===== src/rtl/clk_gate_ctrl.sv =====
// clk_gate_ctrl: per-domain clock-gating controller.
// Each domain independently runs ON -> IDLE -> OFF -> WAKE -> ON. The
// enable for the domain's ICG is a flop, so it only changes on clk_i
// rising edges. Status and wake acknowledge are derived per domain.
// Domains share nothing but the clock, reset and force_on_i.
module clk_gate_ctrl #(
  parameter int NUM_DOM  = 4,   // number of gated domains, 1..32
  parameter int IDLE_CYC = 16,  // idle cycles before gating, 1..65535
  parameter int WAKE_CYC = 2    // settle cycles after ungating, 1..255
) (
  input  logic               clk_i,
  input  logic               rst_i,
  input  logic [NUM_DOM-1:0] busy_i,
  input  logic [NUM_DOM-1:0] wake_req_i,
  input  logic               force_on_i,
  output logic [NUM_DOM-1:0] en_o,
  output logic [NUM_DOM-1:0] wake_ack_o,
  output logic [NUM_DOM-1:0] gated_o
);

  // Counter reload values. IDLE counts the remaining idle samples before
  // gating; WAKE counts the remaining settle edges before the domain is ON.
  localparam logic [15:0] IDLE_LOAD = 16'(IDLE_CYC - 1);
  localparam logic [15:0] WAKE_LOAD = 16'(WAKE_CYC - 1);

  typedef enum logic [1:0] {
    ST_ON   = 2'd0,
    ST_IDLE = 2'd1,
    ST_OFF  = 2'd2,
    ST_WAKE = 2'd3
  } state_t;

  for (genvar g = 0; g < NUM_DOM; g++) begin : g_dom
    state_t      state_q, state_d;
    logic [15:0] cnt_q, cnt_d;
    logic        en_q, gated_q;
    logic        keep;

    // Anything that wants this domain clocked keeps it out of the idle path.
    assign keep = busy_i[g] | wake_req_i[g] | force_on_i;

    // Next-state and counter decode for this domain.
    always_comb begin
      // NOTE: every variable gets a default before the case so no path
      // leaves it unassigned, which would otherwise infer a latch.
      state_d = state_q;
      cnt_d   = cnt_q;
      unique case (state_q)
        ST_ON: begin
          if (!keep) begin
            state_d = ST_IDLE;
            cnt_d   = IDLE_LOAD;
          end
        end
        ST_IDLE: begin
          // keep wins over expiry: a request on the last idle edge returns to ON.
          if (keep) begin
            state_d = ST_ON;
            cnt_d   = '0;
          end else if (cnt_q == '0) begin
            state_d = ST_OFF;
          end else begin
            cnt_d = cnt_q - 16'd1;
          end
        end
        ST_OFF: begin
          if (keep) begin
            state_d = ST_WAKE;
            cnt_d   = WAKE_LOAD;
          end
        end
        ST_WAKE: begin
          // Wake cannot be aborted; keep is ignored until the settle time ends.
          if (cnt_q == '0) begin
            state_d = ST_ON;
          end else begin
            cnt_d = cnt_q - 16'd1;
          end
        end
        default: begin
          state_d = ST_ON;
          cnt_d   = '0;
        end
      endcase
    end

    // State, counter and registered outputs; reset forces the domain ON.
    always_ff @(posedge clk_i or posedge rst_i) begin
      if (rst_i) begin
        state_q <= ST_ON;
        cnt_q   <= '0;
        en_q    <= 1'b1;
        gated_q <= 1'b0;
      end else begin
        // NOTE: non-blocking assignments so every flop samples the values
        // from before this edge, independent of statement order.
        state_q <= state_d;
        cnt_q   <= cnt_d;
        en_q    <= (state_d != ST_OFF);
        gated_q <= (state_d == ST_OFF);
      end
    end

    assign en_o[g]       = en_q;
    assign gated_o[g]    = gated_q;
    // Ack only once the clock is settled (ON or IDLE); follows the request down.
    assign wake_ack_o[g] = wake_req_i[g] & ((state_q == ST_ON) | (state_q == ST_IDLE));
  end

endmodule


===== config.mk =====
export PLATFORM = sky130hd
export DESIGN_NAME = clk_gate_ctrl
export DESIGN_NICKNAME = d
export VERILOG_FILES = /design/src/rtl/clk_gate_ctrl.sv
export SDC_FILE = /design/constraint.sdc
export NUM_CORES = 1
export LEC_CHECK = 0
export BUFFER_PORTS_ARGS = -buffer_cell sky130_fd_sc_hd__buf_2
export CAP_MARGIN = 40
export CORE_ASPECT_RATIO = 0.75
export CORE_MARGIN = 2
export CORE_UTILIZATION = 29
export DETAILED_ROUTE_END_ITERATION = 10
export GPL_ROUTABILITY_DRIVEN = 0
export GPL_TIMING_DRIVEN = 0
export MAX_ROUTING_LAYER = met4
export PLACE_DENSITY_LB_ADDON = 0.25
export SYNTH_ARGS = -nofsm -noshare
export SYNTH_HDL_FRONTEND = slang
export SYNTH_SLANG_ARGS = --single-unit

===== constraint.sdc =====
create_clock -name clk_i -period 6.5 [get_ports clk_i]
set_input_delay 1.3 -clock clk_i [delete_from_list [all_inputs] [get_ports clk_i]]
set_output_delay 1.3 -clock clk_i [all_outputs]
set_load 0.02 [all_outputs]

==> metrics.csv <==
stage,metric,value,unit
outcome,status,"complete, no violations",
synthesis,yosys_warnings,0,
min_path,min_path_cells,1,
clock_network,clockRootBuffer,clkbuf_16,
die,core_area,0.0170,mm2
grt,antenna_found_initial,0,
clock_network,cts_buffer_depth,2,
critical_path,r2r_end,g_dom[2].cnt_q[15],
route,ant_nets,0,
min_path,worstHoldStart,g_dom[3].cnt_q[4],
critical_path,worst-setup-path-type,in -> reg,
synthesis,ys_seq_area_frac,0.393,
finish,antenna_cells,0,
grt,grt_pass1_vias,4504,
critical_path,rr_worst_depth,6,
timing,layout_min_cycle_time,3.36,ns
timing,worstMarginPinSlew,0.960,ns
critical_path,path_buf_inv,3,
clock_network,cts_hold_buf,0,
timing,fmax,0.298,GHz
die,rows,41,
finish,n_fill_cell,1779,
synthesis,ys.flop_type,dfrtp_1,
critical_path,max_stage_delay,0.59,ns
synthesis,synthCells,577,
synthesis,synth_top_family_by_area,simple AND/OR/NAND/NOR gates,
finish,num-nets-final,630,
run,cap_violations,0,
critical_path,cp_max_fo,10,
synthesis,avgSynthCellArea,8.85,um2
synthesis,synth_compound_area_frac,0.243,
timing,hold_ws,0.494,ns
clock_network,ctsResizeCount,0,
critical_path,cp_slowest_cell,nor3_1,
grt,grt_pass1_wl,22900,um
clock_network,cts_htree_levels,3,
critical_path,cp.required,6.76,ns
pwr,powerDensity,449,mW/mm2
synthesis,yosys.area_share.simple,0.289,
critical_path,worstPathArrival,3.62,ns
placement,place_ws,2.83,ns
synthesis,synth_adder_area_share,0.00980,
min_path,holdPathEnd,g_dom[3].cnt_q[4],
die,die_h,119,um
finish,fin_util,0.344,
grt,track_usage,0.156,
synthesis,synth.most_common_cell,dfrtp_1,
synthesis,synth_edf_count,0,
route,drt_wl_total,13600,um
critical_path,cp_cell_sequence,"buf_2, buf_1, nor3_1, o21a_1, clkbuf_1, o21ai_0, a31oi_1",
critical_path,end_kind,flip-flop,
synthesis,yosysTopAreaCellShare,0.372,
route,first_pass_iters,5,
clock_network,post-cts-setup-buffer-count,0,
clock_network,insertion_delay,0.35,ns
route,drtIter0Drc,487,
synthesis,yosys.area.top_type,dfrtp_1,
synthesis,synth_area_leaders,"dfrtp_1, nand2_1, o211ai_1, o21ai_0, a31oi_1",
critical_path,crit_family,buffers and inverters,
clock_network,numCtsBuffers,9,
timing,maxSlewHeadroom,0.354,
min_path,hold_class,reg -> reg,
synthesis,synth.distinct_cells,71,
pwr,power.leakage,2.41,nW
clock_network,clk_pin_slew_worst_paths,0.06,ns
grt,grt.overflow.total,0,
timing,finalClockSkew,0.00979,ns
synthesis,synthTopCellsByCount,"dfrtp_1, nand2_1, nor2_1",
critical_path,startpoint_type,input port,
synthesis,synth-seq-cells,80,
clock_network,cts.sinks,80,
die,ioPinCount,23,
route,drc,0,
timing,rsz0062_at_grt,false,
timing,setup_viol,0,
critical_path,worstReg2RegStart,g_dom[2].cnt_q[0],
route,vias_per_cell,5.67,
grt,grt_max_degree,51,
die,start_util,0.300,
placement,port_buffers,22,
die,die_width,157,um
synthesis,netlist_area,0.00511,mm2
synthesis,muxShareOfSynthArea,0.0105,
finish,fin_area,0.00586,mm2
synthesis,synth_xor_area_frac,0.00343,
timing,final.setup.worst_slack,3.14,ns
timing,finalMaxSlewViolations,0,
synthesis,syn-num-nets,592,
finish,area_delta_synth_final,14.7,%
timing,timing.final.crit_share,0.517,
timing,hold_viol,0,
finish,drive_gt1_frac,0.152,
placement,post_dp_cell_area,0.00557,mm2
placement,hpwl,9650,um
pwr,vdd_drop_max,148,uV
route,dr_total_vias,4849,
placement,dp.cells,840,
critical_path,rrSetupSlack,4.01,ns
synthesis,async_flop_share,1.00,
timing,fin_tns_setup,0,ns
finish,fin_cells,855,
die,dieArea,0.0187,mm2
route,wl_per_cell,15.9,um
pwr,finalPower,2.63,mW
clock_network,cts_tree,built,
worst register-to-register path, cell delays in order, from the launching register on:
cell and delay, ns:
dfrtp_1 0.45, inv_1 0.10, ha_1 0.22, or4b_2 0.63
o21ai_0 0.61, nor4_1 0.11, nor4_1 0.28
where the power goes:
group / switching, mW / total (mW) / leakage [nW] / internal [mW]
Sequential: 0.157 / 0.778 / 1.07 / 0.620
Clock: 0.208 / 0.513 / 0.139 / 0.306
Combinational: 0.855 / 1.34 / 1.21 / 0.487
Total: 1.22 / 2.63 / 2.41 / 1.41
layer usage:
metal  wire, um  vias to the layer above  track usage  part of all wire
met5          0                        -            -                 0
met2       6090                      131        0.225              0.45
met4        129                        0       0.0426            0.0095
met1       6680                     2375        0.219              0.49
li1           -                     2330            -                 -
met3        690                       13       0.0353             0.051
cell families (layout without fill, tap and decap cells):
logic type	after synthesis	count (layout)
mux	5	5
buf+inv	58	100
simple gates	253	253
flops	80	80
xor+xnor	2	2
compound gates	175	175
fa+ha+maj	4	4
final cells by class:
class,count,area (um2),area share
Buffer,36,178,0.0303
Clock buffer,12,246,0.0421
Clock inverter,3,42.5,0.00726
Inverter,22,85.1,0.0145
Multi-Input combinational cell,439,2840,0.485
Sequential cell,80,2010,0.343
Tap cell,236,295,0.0504
Timing Repair Buffer,27,165,0.0282
how the worst max path moves through the flow:
stage | from | endpoint | slack [ns] | cells after the start
after detailed placement | force_on_i | g_dom[0].cnt_q[7] | 2.83 | 7
after global placement | rst_i | g_dom[3].cnt_q[13] | 1.99 | 2
final | force_on_i | g_dom[0].cnt_q[4] | 3.14 | 7
after floorplan | rst_i | g_dom[0].cnt_q[0] | 3.15 | 1
after CTS | force_on_i | g_dom[0].cnt_q[4] | 3.18 | 7
after global routing | force_on_i | g_dom[0].cnt_q[4] | 2.85 | 7
state kept, by name, summed over array words and instances, names as in the netlist:
register	count
g_dom.cnt_q	64
g_dom.en_q	4
g_dom.state_q	8
g_dom.gated_q	4
cell usage in the layout, fill, tap and decap left out, drive strengths merged, types with 22 or more instances in the layout:
cell type and count:
nor2 32, o21ai 30, nor4 26, nand3 28
clkbuf 34, nand2 41, a31oi 23, inv 22
dfrtp 76, buf 40
No activity file was read; power rests on OpenSTA's default activity.
